<file path="config.mk">
export PLATFORM = sky130hd
export DESIGN_NAME = fifo_push_arbiter_flat
export DESIGN_NICKNAME = d
export VERILOG_FILES = /design/src/rtl/fifo_push_arbiter_if.sv /design/src/rtl/fifo_push_arbiter.sv /design/src/flat_wrapper.sv
export SDC_FILE = /design/constraint.sdc
export NUM_CORES = 1
export LEC_CHECK = 0
export ABC_AREA = 1
export BUFFER_PORTS_ARGS = -buffer_cell sky130_fd_sc_hd__buf_4
export CORE_MARGIN = 10
export CORE_UTILIZATION = 30
export CTS_CLUSTER_DIAMETER = 80
export DETAILED_ROUTE_END_ITERATION = 10
export HOLD_SLACK_MARGIN = 0.02
export PLACE_DENSITY = 0.53
export SYNTH_ARGS = -nofsm -noshare
export SYNTH_HDL_FRONTEND = slang
export SYNTH_SLANG_ARGS = --single-unit
</file>
<file path="constraint.sdc">
create_clock -name clk -period 4.1 [get_ports clk]
set_clock_uncertainty 0.15 [all_clocks]
set_input_delay 0.41 -clock clk [delete_from_list [all_inputs] [get_ports clk]]
set_output_delay 0.41 -clock clk [all_outputs]
set_load 0.1 [all_outputs]
</file>
<file path="src/rtl/fifo_push_arbiter_if.sv">
// Requester-side handshake and FIFO push signals shared by fifo_push_arbiter
// and whatever drives it (requesters plus the FIFO full flag).
`timescale 1ns/1ps
interface fifo_push_arbiter_if #(
  parameter int NUM_REQ = 4,
  parameter int DATA_W  = 8
);
  localparam int OWNER_W = (NUM_REQ > 1) ? $clog2(NUM_REQ) : 1;

  logic [NUM_REQ-1:0]        req_i;
  logic [NUM_REQ*DATA_W-1:0] data_i;
  logic [NUM_REQ-1:0]        gnt_o;
  logic                      fifo_full_i;
  logic                      fifo_push_o;
  logic [DATA_W-1:0]         fifo_push_data_o;
  logic [OWNER_W-1:0]        owner_o;
  logic                      busy_o;

  // The master side is the requester/FIFO environment, the slave side is the arbiter.
  modport master (
    output req_i, data_i, fifo_full_i,
    input  gnt_o, fifo_push_o, fifo_push_data_o, owner_o, busy_o
  );

  modport slave (
    input  req_i, data_i, fifo_full_i,
    output gnt_o, fifo_push_o, fifo_push_data_o, owner_o, busy_o
  );
endinterface

</file>
<file path="src/rtl/fifo_push_arbiter.sv">
// Round-robin burst arbiter sharing one FIFO push port among NUM_REQ requesters.
// A grant lasts up to BURST_LEN beats; a one-cycle IDLE bubble separates bursts.
`timescale 1ns/1ps
module fifo_push_arbiter #(
  parameter int NUM_REQ   = 4,
  parameter int DATA_W    = 8,
  parameter int BURST_LEN = 4
) (
  input logic               clk,
  input logic               reset,
  fifo_push_arbiter_if.slave bus
);
  localparam int OWNER_W = (NUM_REQ > 1) ? $clog2(NUM_REQ) : 1;
  localparam int CNT_W   = (BURST_LEN + 1 > 1) ? $clog2(BURST_LEN + 1) : 1;
  localparam logic [CNT_W-1:0]   LAST_BEAT = CNT_W'(BURST_LEN - 1);
  localparam logic [OWNER_W-1:0] LAST_REQ  = OWNER_W'(NUM_REQ - 1);

  typedef enum logic {
    IDLE  = 1'b0,
    BURST = 1'b1
  } state_t;

  state_t             state, state_next;
  logic [OWNER_W-1:0] owner, owner_next;
  logic [OWNER_W-1:0] rr_ptr, rr_next;
  logic [CNT_W-1:0]   beat_cnt, cnt_next;

  logic               scan_hit;
  logic [OWNER_W-1:0] scan_idx;
  logic [OWNER_W-1:0] scan_cand;
  int                 scan_pos;
  logic               owner_req;
  logic               accept;
  logic [OWNER_W-1:0] owner_inc;

  // Priority scan starting at rr_ptr and wrapping at NUM_REQ-1; first set request wins.
  always_comb begin
    scan_hit  = 1'b0;
    scan_idx  = '0;
    scan_cand = '0;
    scan_pos  = 0;
    for (int i = 0; i < NUM_REQ; i++) begin
      scan_pos = int'(rr_ptr) + i;
      if (scan_pos >= NUM_REQ) begin
        scan_pos = scan_pos - NUM_REQ;
      end
      scan_cand = OWNER_W'(scan_pos);
      if (!scan_hit && bus.req_i[scan_cand]) begin
        scan_hit = 1'b1;
        scan_idx = scan_cand;
      end
    end
  end

  assign owner_inc = (owner == LAST_REQ) ? '0 : owner + 1'b1;

  always_comb begin
    state_next           = state;
    owner_next           = owner;
    rr_next              = rr_ptr;
    cnt_next             = beat_cnt;
    owner_req            = bus.req_i[owner];
    accept               = 1'b0;
    bus.gnt_o            = '0;
    bus.fifo_push_o      = 1'b0;
    bus.fifo_push_data_o = '0;
    bus.busy_o           = 1'b0;
    bus.owner_o          = owner;

    unique case (state)
      IDLE: begin
        if (scan_hit) begin
          owner_next = scan_idx;
          cnt_next   = '0;
          state_next = BURST;
        end
      end

      BURST: begin
        accept               = owner_req & ~bus.fifo_full_i;
        bus.busy_o           = 1'b1;
        bus.fifo_push_o      = accept;
        bus.gnt_o            = accept ? (NUM_REQ'(1) << owner) : '0;
        bus.fifo_push_data_o = accept ? bus.data_i[owner*DATA_W +: DATA_W] : '0;

        // Dropping the request ends the burst even while the FIFO is full.
        if (!owner_req) begin
          state_next = IDLE;
          rr_next    = owner_inc;
        end else if (accept) begin
          if (beat_cnt == LAST_BEAT) begin
            state_next = IDLE;
            rr_next    = owner_inc;
          end else begin
            cnt_next = beat_cnt + 1'b1;
          end
        end
      end

      default: begin
        state_next = IDLE;
      end
    endcase
  end

  // Reset abandons any burst at once; state decoding then forces all outputs low.
  always_ff @(posedge clk or negedge reset) begin
    if (!reset) begin
      state    <= IDLE;
      owner    <= '0;
      rr_ptr   <= '0;
      beat_cnt <= '0;
    end else begin
      state    <= state_next;
      owner    <= owner_next;
      rr_ptr   <= rr_next;
      beat_cnt <= cnt_next;
    end
  end
endmodule

</file>
<file path="src/flat_wrapper.sv">
// flat-port wrapper written by rule: the top's interface ports become plain ports
module fifo_push_arbiter_flat 
#(
  parameter int NUM_REQ   = 4,
  parameter int DATA_W    = 8,
  parameter int BURST_LEN = 4
)
  (clk, reset, bus_req_i, bus_data_i, bus_fifo_full_i, bus_gnt_o, bus_fifo_push_o, bus_fifo_push_data_o, bus_owner_o, bus_busy_o);
  fifo_push_arbiter_if #(.NUM_REQ(NUM_REQ), .DATA_W(DATA_W)) bus_i ();
  input logic clk;
  input logic reset;
  input wire logic [$bits(bus_i.req_i)-1:0] bus_req_i;
  input wire logic [$bits(bus_i.data_i)-1:0] bus_data_i;
  input wire logic [$bits(bus_i.fifo_full_i)-1:0] bus_fifo_full_i;
  output wire logic [$bits(bus_i.gnt_o)-1:0] bus_gnt_o;
  output wire logic [$bits(bus_i.fifo_push_o)-1:0] bus_fifo_push_o;
  output wire logic [$bits(bus_i.fifo_push_data_o)-1:0] bus_fifo_push_data_o;
  output wire logic [$bits(bus_i.owner_o)-1:0] bus_owner_o;
  output wire logic [$bits(bus_i.busy_o)-1:0] bus_busy_o;
  assign bus_i.req_i = bus_req_i;
  assign bus_i.data_i = bus_data_i;
  assign bus_i.fifo_full_i = bus_fifo_full_i;
  assign bus_gnt_o = bus_i.gnt_o;
  assign bus_fifo_push_o = bus_i.fifo_push_o;
  assign bus_fifo_push_data_o = bus_i.fifo_push_data_o;
  assign bus_owner_o = bus_i.owner_o;
  assign bus_busy_o = bus_i.busy_o;
  fifo_push_arbiter #(.NUM_REQ(NUM_REQ), .DATA_W(DATA_W), .BURST_LEN(BURST_LEN)) u_core (.clk(clk), .reset(reset), .bus(bus_i));
endmodule
</file>
==> flow_metrics.py, run 1 <==
metrics = {
    "outcome": {
        "outcome": "finished clean",
    },
    "synthesis": {
        "synth.avg_cell_area_um2": 5.57,
        "yosysWarningCount": 0,
        "synthMuxAreaShare": 0,
        "synthAdderAreaFrac": 0.0733,
        "yosysTopAreaCellShare": 0.195,
        "synth-seq-cells": 8,
        "synth-simple-area-share": 0.485,
        "synth_compound_area_frac": 0.132,
        "yosys.area.top_type": "dfrtp_1",
        "synth_top_family_by_area": "simple AND/OR/NAND/NOR gates",
        "synth_cell_types": 21,
        "synth_xor_area_frac": 0,
        "synth_cells": 184,
        "synthesis.area_um2": 1020,
        "ys_seq_area_frac": 0.195,
        "synth_area_leaders": "dfrtp_1 20%, nand2_1 18%, nor2_1 15%",
        "syn_nets": 229,
    },
    "drt": {
        "postRouteAntennaNets": 0,
        "vias": 1325,
        "avgRoutedWirePerCell_um": 12.7,
        "dr.pass1.iters": 4,
        "routed_wl_mm": 3.57,
        "drc": 0,
        "viasPerCell": 4.72,
        "drt_iter0_markers": 108,
    },
    "clock_network": {
        "cts.repair.resized": 0,
        "ctsLongestPathBuffers": 2,
        "clkSlewWorstSetupHoldPaths_ns": 0.05,
        "cts_hold_buffers": 1,
        "cts_made_buffers": 3,
        "postCtsSetupBuffers": 0,
        "cts_root_buf": "clkbuf_4",
        "cts.sinks": 8,
        "clock_latency_ns": 0.26,
        "cts_max_level": 1,
        "tritoncts": "built",
    },
    "run": {
        "maxCapViolations": 0,
    },
    "sta": {
        "hold_slack_ns": 0.298,
        "rsz0062_at_grt": "false",
        "timing.slew.headroom": 0.522,
        "setup_violations": 0,
        "drv_slew": 0,
        "layout_min_cycle_time_ns": 3.16,
        "tightest_slew_ns": 0.718,
        "hold_viol_final": 0,
        "finalCritPeriodShare": 0.770,
        "clock.fmax_mhz": 317,
    },
    "die": {
        "die-area_um2": 6150,
        "row_count": 21,
        "coreArea_um2": 3310,
        "ios": 55,
        "die_w_um": 78.4,
        "start_util": 0.310,
        "die_h_um": 78.4,
    },
    "grt": {
        "grt.total_usage": 0.108,
        "overflow": 0,
        "antenna_found_initial": 0,
        "grt_max_degree": 24,
        "grt_pass1_vias": 1219,
        "grt_pass1_wl_mm": 5.70,
    },
    "cells_and_area": {
        "final_common_cell": "buf_4",
        "final_util": 0.447,
        "drive_gt1_frac": 0.285,
        "final_cell_mix": "54 x buf_4, 49 x nand2_1, 41 x nor2_1, 18 x o21ai_0, 17 x inv_1",
        "n_antenna_cell": 0,
        "fin_nets": 282,
        "design_area_um2": 1480,
        "fillers": 380,
        "syn_to_final_growth_pct": 44.4,
        "fin_cells": 281,
    },
    "worst_hold_path": {
        "min_path_type": "primary input to flop",
    },
    "placement": {
        "placed_area_um2": 1450,
        "placedCellCount": 277,
        "gp_congestion": 0.767,
        "dp.final_hpwl_mm": 2.86,
        "port_buffers": 54,
    },
    "power_and_ir_drop": {
        "ir_drop_uv": 343,
        "powerDensity_nw_per_um2": 785,
        "p_leak_nw": 0.820,
    },
    "worst_setup_path": {
        "crit_fanout": 23,
        "path_class": "flop to output pin",
        "crit_arrival_ns": 2.60,
        "required_ns": 3.54,
        "cp-start-kind": "flop",
        "crit_path_end_kind": "output pin",
    },
}
-- per-stage QoR --
step | total power, mW | worst slack, ns | TNS [ns]
floorplan | 0.918 | -0.489 | -4.65
finish | 1.16 | 0.942 | 0
CTS | 1.17 | 0.932 | 0
global route | 1.26 | 0.670 | 0
global placement | 1.10 | 1.33 | 0
detailed placement | 1.10 | 1.22 | 0
-- routing by layer --
layer | global-route usage | vias up | share of wire
met4 | 0.0269 | 0 | 0.0076
met3 | 0.0137 | 5 | 0.043
met5 | 0 | - | 0
met2 | 0.180 | 44 | 0.48
met1 | 0.144 | 595 | 0.47
li1 | - | 681 | -
-- state kept, by name (all words and copies together), names as in the netlist --
| name | count |
|---|---|
| u_core.beat_cnt | 3 |
| u_core.bus.owner_o | 2 |
| u_core.rr_ptr | 2 |
| u_core.state | 1 |
-- final cells by class --
| cell class | count | area [um2] | share of cell area |
|---|---|---|---|
| multi-input combinational | 149 | 707 | 0.478 |
| timing repair buffer | 55 | 415 | 0.281 |
| sequential | 8 | 200 | 0.135 |
| inverter | 20 | 77.6 | 0.0524 |
| tap | 46 | 57.6 | 0.0389 |
| clock buffer | 3 | 22.5 | 0.0152 |
-- power by group --
group          switching (mW)  total, mW  internal (mW)
combinational           0.667      0.908          0.240
sequential             0.0811      0.191          0.110
clock                  0.0288     0.0624         0.0336
-- cell families (layout without fill, tap and decap cells) --
logic type	Yosys count	count (layout)
buffers and inverters	27	78
AND/OR/NAND/NOR	116	116
adder cells (fa/ha/maj)	6	6
AO/OA/AOI/OAI	27	27
flip-flops	8	8
-- Yosys cell counts (all sizes together) --
library cell,count
nor2,42
buf,5
nand4,2
o21ai,18
clkbuf,2
dfrtp,8
nand2,52
a21oi,9
and2,1
nand3,15
ha,6
inv,20
or2,3
nor3,1
-- critical path, cell delays in order (launching register included) --
cell and delay [ns]:
dfrtp_1 0.64, inv_1 0.56, nand2_1 0.11, nand3_1 0.11, nand2_2 0.08, nor3_4 0.21
inv_2 0.16, a21oi_1 0.15, buf_4 0.31
-- worst paths after layout --
| kind | to | slack [ns] | depth (start not counted) | from |
|---|---|---|---|---|
| max reg2reg | u_core.rr_ptr[0] | 1.64 | 8 | u_core.bus.owner_o[0] |
| max in group asynchronous | u_core.bus.owner_o[0] | 3.32 | 2 | reset |
| min in group asynchronous | u_core.state | 0.35 | 2 | reset |
| min | u_core.beat_cnt[1] | 0.30 | 4 | bus_fifo_full_i |
| max | bus_fifo_push_data_o[4] | 0.94 | 8 | u_core.bus.owner_o[0] |
| min reg2reg | u_core.beat_cnt[1] | 0.36 | 2 | u_core.beat_cnt[1] |
(Power assumes the default switching activity.)
==> run 2: changes to the inputs <==
--- a/config.mk
+++ b/config.mk
@@ -5,14 +5,14 @@
 export SDC_FILE = /design/constraint.sdc
 export NUM_CORES = 1
 export LEC_CHECK = 0
-export ABC_AREA = 1
+export ABC_AREA = 0
 export BUFFER_PORTS_ARGS = -buffer_cell sky130_fd_sc_hd__buf_4
 export CORE_MARGIN = 10
 export CORE_UTILIZATION = 30
 export CTS_CLUSTER_DIAMETER = 80
 export DETAILED_ROUTE_END_ITERATION = 10
 export HOLD_SLACK_MARGIN = 0.02
-export PLACE_DENSITY = 0.53
+export PLACE_DENSITY = 0.56
 export SYNTH_ARGS = -nofsm -noshare
 export SYNTH_HDL_FRONTEND = slang
 export SYNTH_SLANG_ARGS = --single-unit
==> constraint.sdc (replaced) <==
create_clock -name clk -period 3.2 [get_ports clk]
set_clock_uncertainty 0.15 [all_clocks]
set_input_delay 0.32 -clock clk [delete_from_list [all_inputs] [get_ports clk]]
set_output_delay 0.32 -clock clk [all_outputs]
set_load 0.1 [all_outputs]
==> run 2 against run 1 <==
Clock-buffer cell count did not move. Die area fell by 12%. Sequential power barely moved. Global-route usage fell by 0.63 points. Critical path type unchanged. Largest power group unchanged.
==> flow_metrics.py, run 2 <==
metrics = {
    "power_and_ir_drop": {
        "power_mw": 1.22,
        "internal_power_uw": 511,
        "switchingPower_uw": 709,
        "powerDensity_nw_per_um2": 925,
        "ir_drop_uv": 611,
        "switching_share": 0.581,
        "combinationalPowerShare": 0.782,
        "p_leak_nw": 0.660,
        "power_frac_clock": 0.063,
        "power_frac_seq": 0.155,
    },
    "drt": {
        "dr.pass1.iters": 4,
        "routed_wl_mm": 2.91,
        "drc": 0,
        "drt_iter0_markers": 59,
        "vias": 869,
        "postRouteAntennaNets": 0,
        "viasPerCell": 5.14,
        "avgRoutedWirePerCell_um": 17.2,
    },
    "synthesis": {
        "synthMuxAreaShare": 0.310,
        "yosysMostFrequentCell": "and2_1",
        "yosysWarningCount": 0,
        "yosys.area.top_type": "mux4_2",
        "synthesis.area_um2": 860,
        "syn_nets": 127,
        "synth-simple-area-share": 0.199,
        "synthTopCellsByCount": "11 x and2_1, 9 x mux4_2, 8 x dfrtp_1, 8 x nand2_1",
        "yosysTopAreaCellShare": 0.236,
        "synth_top_family_by_area": "multiplexers",
        "synth_area_leaders": "mux4_2 24%, dfrtp_1 23%, ha_1 8.7%",
        "ys_seq_area_frac": 0.233,
        "synth_compound_area_frac": 0.103,
        "ys.flop_type": "dfrtp_1",
        "synth-seq-cells": 8,
        "ys_async_sr_fraction": 1.00,
        "synth.avg_cell_area_um2": 10.5,
        "synth_cell_types": 27,
        "synth_xor_area_frac": 0,
        "synthAdderAreaFrac": 0.0873,
        "synth_cells": 82,
        "synth_edf_count": 0,
    },
    "grt": {
        "use_met1": 0.130,
        "grt-busiest-layer": "met2",
        "grt_max_degree": 18,
        "grt.met2_usage": 0.151,
        "grt_util_met3": 0.0404,
        "grt.total_usage": 0.102,
        "antenna_found_initial": 0,
        "grt_pass1_vias": 893,
        "grt_pass1_wl_mm": 4.44,
        "overflow": 0,
    },
    "die": {
        "die-area_um2": 5410,
        "die_h_um": 73.5,
        "coreArea_um2": 2760,
        "die_w_um": 73.5,
        "ios": 55,
        "row_count": 19,
        "start_util": 0.312,
    },
    "sta": {
        "final.setup.tns_ns": 0,
        "rsz0062_at_grt": "false",
        "layout_min_cycle_time_ns": 2.32,
        "hold_viol_final": 0,
        "clock.fmax_mhz": 432,
        "finalCritPeriodShare": 0.724,
        "tightest_slew_ns": 0.612,
        "timing.slew.headroom": 0.588,
        "setup_violations": 0,
        "drv_slew": 0,
    },
    "cells_and_area": {
        "regArea_um2": 200,
        "regMostFlops": "u_core.beat_cnt",
        "final_cell_mix": "56 x buf_4, 11 x and2_1, 9 x mux4_2, 8 x nand2_1, 8 x dfrtp_1",
        "fillers": 259,
        "largest_reg_flops": 3,
        "final_util": 0.479,
        "fin_cells": 169,
        "final_common_cell": "buf_4",
        "multi_input_area_um2": 602,
        "drive_gt1_frac": 0.551,
        "syn_to_final_growth_pct": 53.6,
        "n_antenna_cell": 0,
        "fin_nets": 185,
    },
    "worst_setup_path": {
        "crit_path_end_kind": "output pin",
        "crit_arrival_ns": 1.85,
        "max_stage_delay_ns": 0.53,
        "crit_chain": "buf_4 > mux4_2 > and2_1 > buf_4",
        "required_ns": 2.73,
        "slowest_stage": "mux4_2",
        "crit_fanout": 17,
        "cp-start-kind": "flop",
        "path_class": "flop to output pin",
        "crit_path_frequent_cell": "buf_4",
    },
    "placement": {
        "gp_congestion": 0.733,
        "dp.final_hpwl_mm": 2.42,
        "placedCellCount": 165,
        "port_buffers": 54,
    },
    "clock_network": {
        "cts_hold_buffers": 1,
        "cts_root_buf": "clkbuf_4",
        "cts.sinks": 8,
        "ctsLongestPathBuffers": 2,
        "clock_latency_ns": 0.25,
        "cts_made_buffers": 3,
        "postCtsSetupBuffers": 0,
        "clkSlewWorstSetupHoldPaths_ns": 0.05,
        "cts_max_level": 1,
        "cts.repair.resized": 0,
        "tritoncts": "built",
    },
    "run": {
        "maxCapViolations": 0,
    },
    "worst_hold_path": {
        "min_path_type": "primary input to flop",
    },
    "outcome": {
        "outcome": "finished clean",
    },
}
run 2: worst paths after layout:
path	startpoint	end	slack (ns)	depth (start not counted)
worst max-delay path	u_core.bus.owner_o[0]	bus_fifo_push_data_o[4]	0.88	4
worst min-delay path	bus_req_i[3]	u_core.bus.owner_o[1]	0.25	3
worst max register to register	u_core.beat_cnt[0]	u_core.rr_ptr[1]	1.38	6
worst min register to register	u_core.beat_cnt[0]	u_core.beat_cnt[0]	0.34	1
max in group asynchronous	reset	u_core.rr_ptr[0]	2.50	2
min in group asynchronous	reset	u_core.beat_cnt[2]	0.27	2
run 2: layout make-up:
class                           count  area share
Clock buffer                        3      0.0171
Inverter                            7      0.0199
Multi-Input combinational cell     63       0.456
Sequential cell                     8       0.152
Tap cell                           31      0.0294
Timing Repair Buffer               57       0.326
run 2: per-layer routing:
layer / part of all wire / wire (um)
met2: 0.39 / 1150
met3: 0.14 / 419
met1: 0.45 / 1300
met5: 0 / 0
met4: 0.014 / 40
run 2: cell families (layout without fill, tap and decap cells):
family | after synthesis | count (layout)
flops | 8 | 8
buf+inv | 11 | 67
simple gates | 30 | 30
mux | 15 | 15
fa+ha+maj | 6 | 6
compound gates | 12 | 12
run 2: power groups by stage:
stage	logic [mW]	clock network (mW)	registers [mW]
global placement	0.961	0	0.189
floorplan	0.629	0	0.322
detailed placement	0.961	0	0.190
finish	0.954	0.0770	0.189
CTS	0.964	0.0815	0.188
global route	1.03	0.0843	0.197
run 2: critical path: cells and delay by family, from the launching register on:
kind / cells / cell delay (ns)
buffers and inverters: 2 / 0.51
DFF: 1 / 0.37
muxes: 1 / 0.53
and+or+nand+nor: 1 / 0.18
run 2: per-stage QoR:
stage	setup slack [ns]	hold slack (ns)	area (um2)
detailed placement	1.14	-0.00488	1290
finish	0.885	0.251	1320
floorplan	0.0526	-0.126	860
global placement	1.15	-0.00911	1290
global route	0.798	0.265	1320
CTS	0.856	0.248	1320
==> run 3: changes to the inputs <==
==> constraint.sdc (replaced) <==
create_clock -name clk -period 2.4 [get_ports clk]
set_clock_uncertainty 0.15 [all_clocks]
set_input_delay 0.24 -clock clk [delete_from_list [all_inputs] [get_ports clk]]
set_output_delay 0.24 -clock clk [all_outputs]
set_load 0.1 [all_outputs]
==> run 3 against run 2 <==
Sequential power up 52%. Global-route usage down 0.65 points. Via count down 1.0%. Register-to-register slack worse by 0.78 ns. Die area unchanged. Utilization up 0.91 points. First-iteration DRC count down 59%. Combinational power up 31%. Power up 35%. Cell count unchanged. Sequential share of layout area up 0.090 points. Critical endpoint is now bus_gnt_o[0]. Clock-buffer cell count up 1.
==> flow_metrics.py, run 3 (same netlist as run 2, synthesis figures left out) <==
metrics = {
    "clock_network": {
        "cts.repair.resized": 0,
        "cts_made_buffers": 3,
        "ctsLongestPathBuffers": 2,
        "cts_root_buf": "clkbuf_4",
        "cts.sinks": 8,
        "cts_hold_buffers": 1,
        "clkSlewWorstSetupHoldPaths_ns": 0.07,
        "postCtsSetupBuffers": 0,
        "tritoncts": "built",
        "cts_max_level": 1,
        "clock_latency_ns": 0.26,
    },
    "cells_and_area": {
        "fin_cells": 169,
        "final_cell_mix": "55 x buf_4, 9 x mux4_2, 9 x and2_4, 8 x nand2_1",
        "fin_nets": 184,
        "syn_to_final_growth_pct": 56.5,
        "largest_reg_flops": 3,
        "n_antenna_cell": 0,
        "regMostFlops": "u_core.beat_cnt",
        "drive_gt1_frac": 0.638,
        "final_common_cell": "buf_4",
        "design_area_um2": 1350,
        "fillers": 267,
    },
    "die": {
        "coreArea_um2": 2760,
        "die_h_um": 73.5,
        "die_w_um": 73.5,
        "start_util": 0.312,
        "row_count": 19,
        "die-area_um2": 5410,
        "ios": 55,
    },
    "placement": {
        "placedCellCount": 164,
        "port_buffers": 54,
        "dp.final_hpwl_mm": 2.33,
        "placed_area_um2": 1310,
        "gp_congestion": 0.725,
    },
    "sta": {
        "finalCritPeriodShare": 0.946,
        "final.setup.tns_ns": 0,
        "drv_slew": 0,
        "hold_viol_final": 0,
        "rsz0062_at_grt": "false",
        "clock.fmax_mhz": 440,
        "timing.slew.headroom": 0.558,
        "layout_min_cycle_time_ns": 2.27,
        "tightest_slew_ns": 0.655,
        "setup_violations": 0,
    },
    "worst_setup_path": {
        "cp-start-kind": "flop",
        "max_stage_delay_ns": 0.56,
        "crit_arrival_ns": 1.88,
        "path_class": "flop to output pin",
        "crit_chain": "mux4_2 > nand3b_2 > inv_2 > and2_2 > buf_4",
        "required_ns": 2.01,
        "crit_path_end_kind": "output pin",
        "slowest_stage": "dfrtp_2",
        "crit_fanout": 16,
    },
    "grt": {
        "grt_pass1_vias": 837,
        "grt_max_degree": 18,
        "grt.total_usage": 0.0955,
        "antenna_found_initial": 0,
        "grt_pass1_wl_mm": 4.15,
        "overflow": 0,
    },
    "worst_hold_path": {
        "min_path_type": "primary input to flop",
    },
    "power_and_ir_drop": {
        "powerDensity_nw_per_um2": 1230,
        "power_mw": 1.65,
        "power_frac_seq": 0.174,
        "ir_drop_uv": 909,
        "internal_power_uw": 710,
        "p_leak_nw": 0.668,
        "combinationalPowerShare": 0.756,
        "switchingPower_uw": 940,
        "switching_share": 0.570,
        "power_frac_clock": 0.070,
    },
    "drt": {
        "wl_met3_um": 376,
        "dr.pass1.iters": 4,
        "drc": 0,
        "routed_wl_mm": 2.76,
        "dr_wl_met2_mm": 1.04,
        "drt_iter0_markers": 24,
        "vias": 860,
        "postRouteAntennaNets": 0,
        "drt-met1-wl_mm": 1.33,
        "avgRoutedWirePerCell_um": 16.3,
        "viasPerCell": 5.09,
        "dr.max_layer_used": "met4",
    },
    "run": {
        "maxCapViolations": 0,
    },
    "outcome": {
        "outcome": "finished clean",
    },
}
## run 3: final timing paths
check	start	to	slack [ns]	depth (start not counted)
max in group asynchronous	reset	u_core.beat_cnt[1]	1.77	2
hold / removal	bus_req_i[3]	u_core.bus.owner_o[1]	0.15	3
hold reg to reg	u_core.beat_cnt[0]	u_core.beat_cnt[0]	0.33	1
min in group asynchronous	reset	u_core.bus.owner_o[0]	0.17	2
setup reg to reg	u_core.beat_cnt[0]	u_core.rr_ptr[1]	0.60	6
setup / recovery	u_core.bus.owner_o[1]	bus_gnt_o[0]	0.13	5
## run 3: final cells by class
class	instances	area [um2]	share of cell area
timing repair buffer	56	423	0.314
tap	31	38.8	0.0288
inverter	7	26.3	0.0195
sequential	8	205	0.153
clock buffer	4	26.3	0.0195
multi-input combinational	63	626	0.465
## run 3: per-layer routing
metal | track usage | vias to the layer above
li1 | - | 410
met1 | 0.129 | 397
met2 | 0.134 | 51
met3 | 0.0511 | 2
met4 | 0.0124 | 0
met5 | 0 | -
## run 3: through the flow
step	setup WS, ns	util	hold slack [ns]
3_5_place_dp	0.397	0.475	-0.0854
5_1_grt	0.0140	0.488	0.180
6_report	0.130	0.488	0.147
3_3_place_gp	0.400	0.475	-0.0849
4_1_cts	0.101	0.488	0.143
2_1_floorplan	0.0230	-	-0.206
## run 3: worst max-delay path, delay by kind of cell (launching register included)
| family | cells | cell delay (ns) |
|---|---|---|
| flops | 1 | 0.56 |
| mux | 1 | 0.37 |
| buf+inv | 2 | 0.35 |
| simple gates | 2 | 0.34 |
## run 3: power by group through the flow
| stage | Sequential, mW | Clock (mW) | Combinational, mW |
|---|---|---|---|
| 4_1_cts | 0.291 | 0.120 | 1.26 |
| 5_1_grt | 0.304 | 0.127 | 1.33 |
| 6_report | 0.288 | 0.115 | 1.25 |
| 3_5_place_dp | 0.293 | 0 | 1.26 |
| 3_3_place_gp | 0.293 | 0 | 1.25 |
| 2_1_floorplan | 0.438 | 0 | 0.874 |
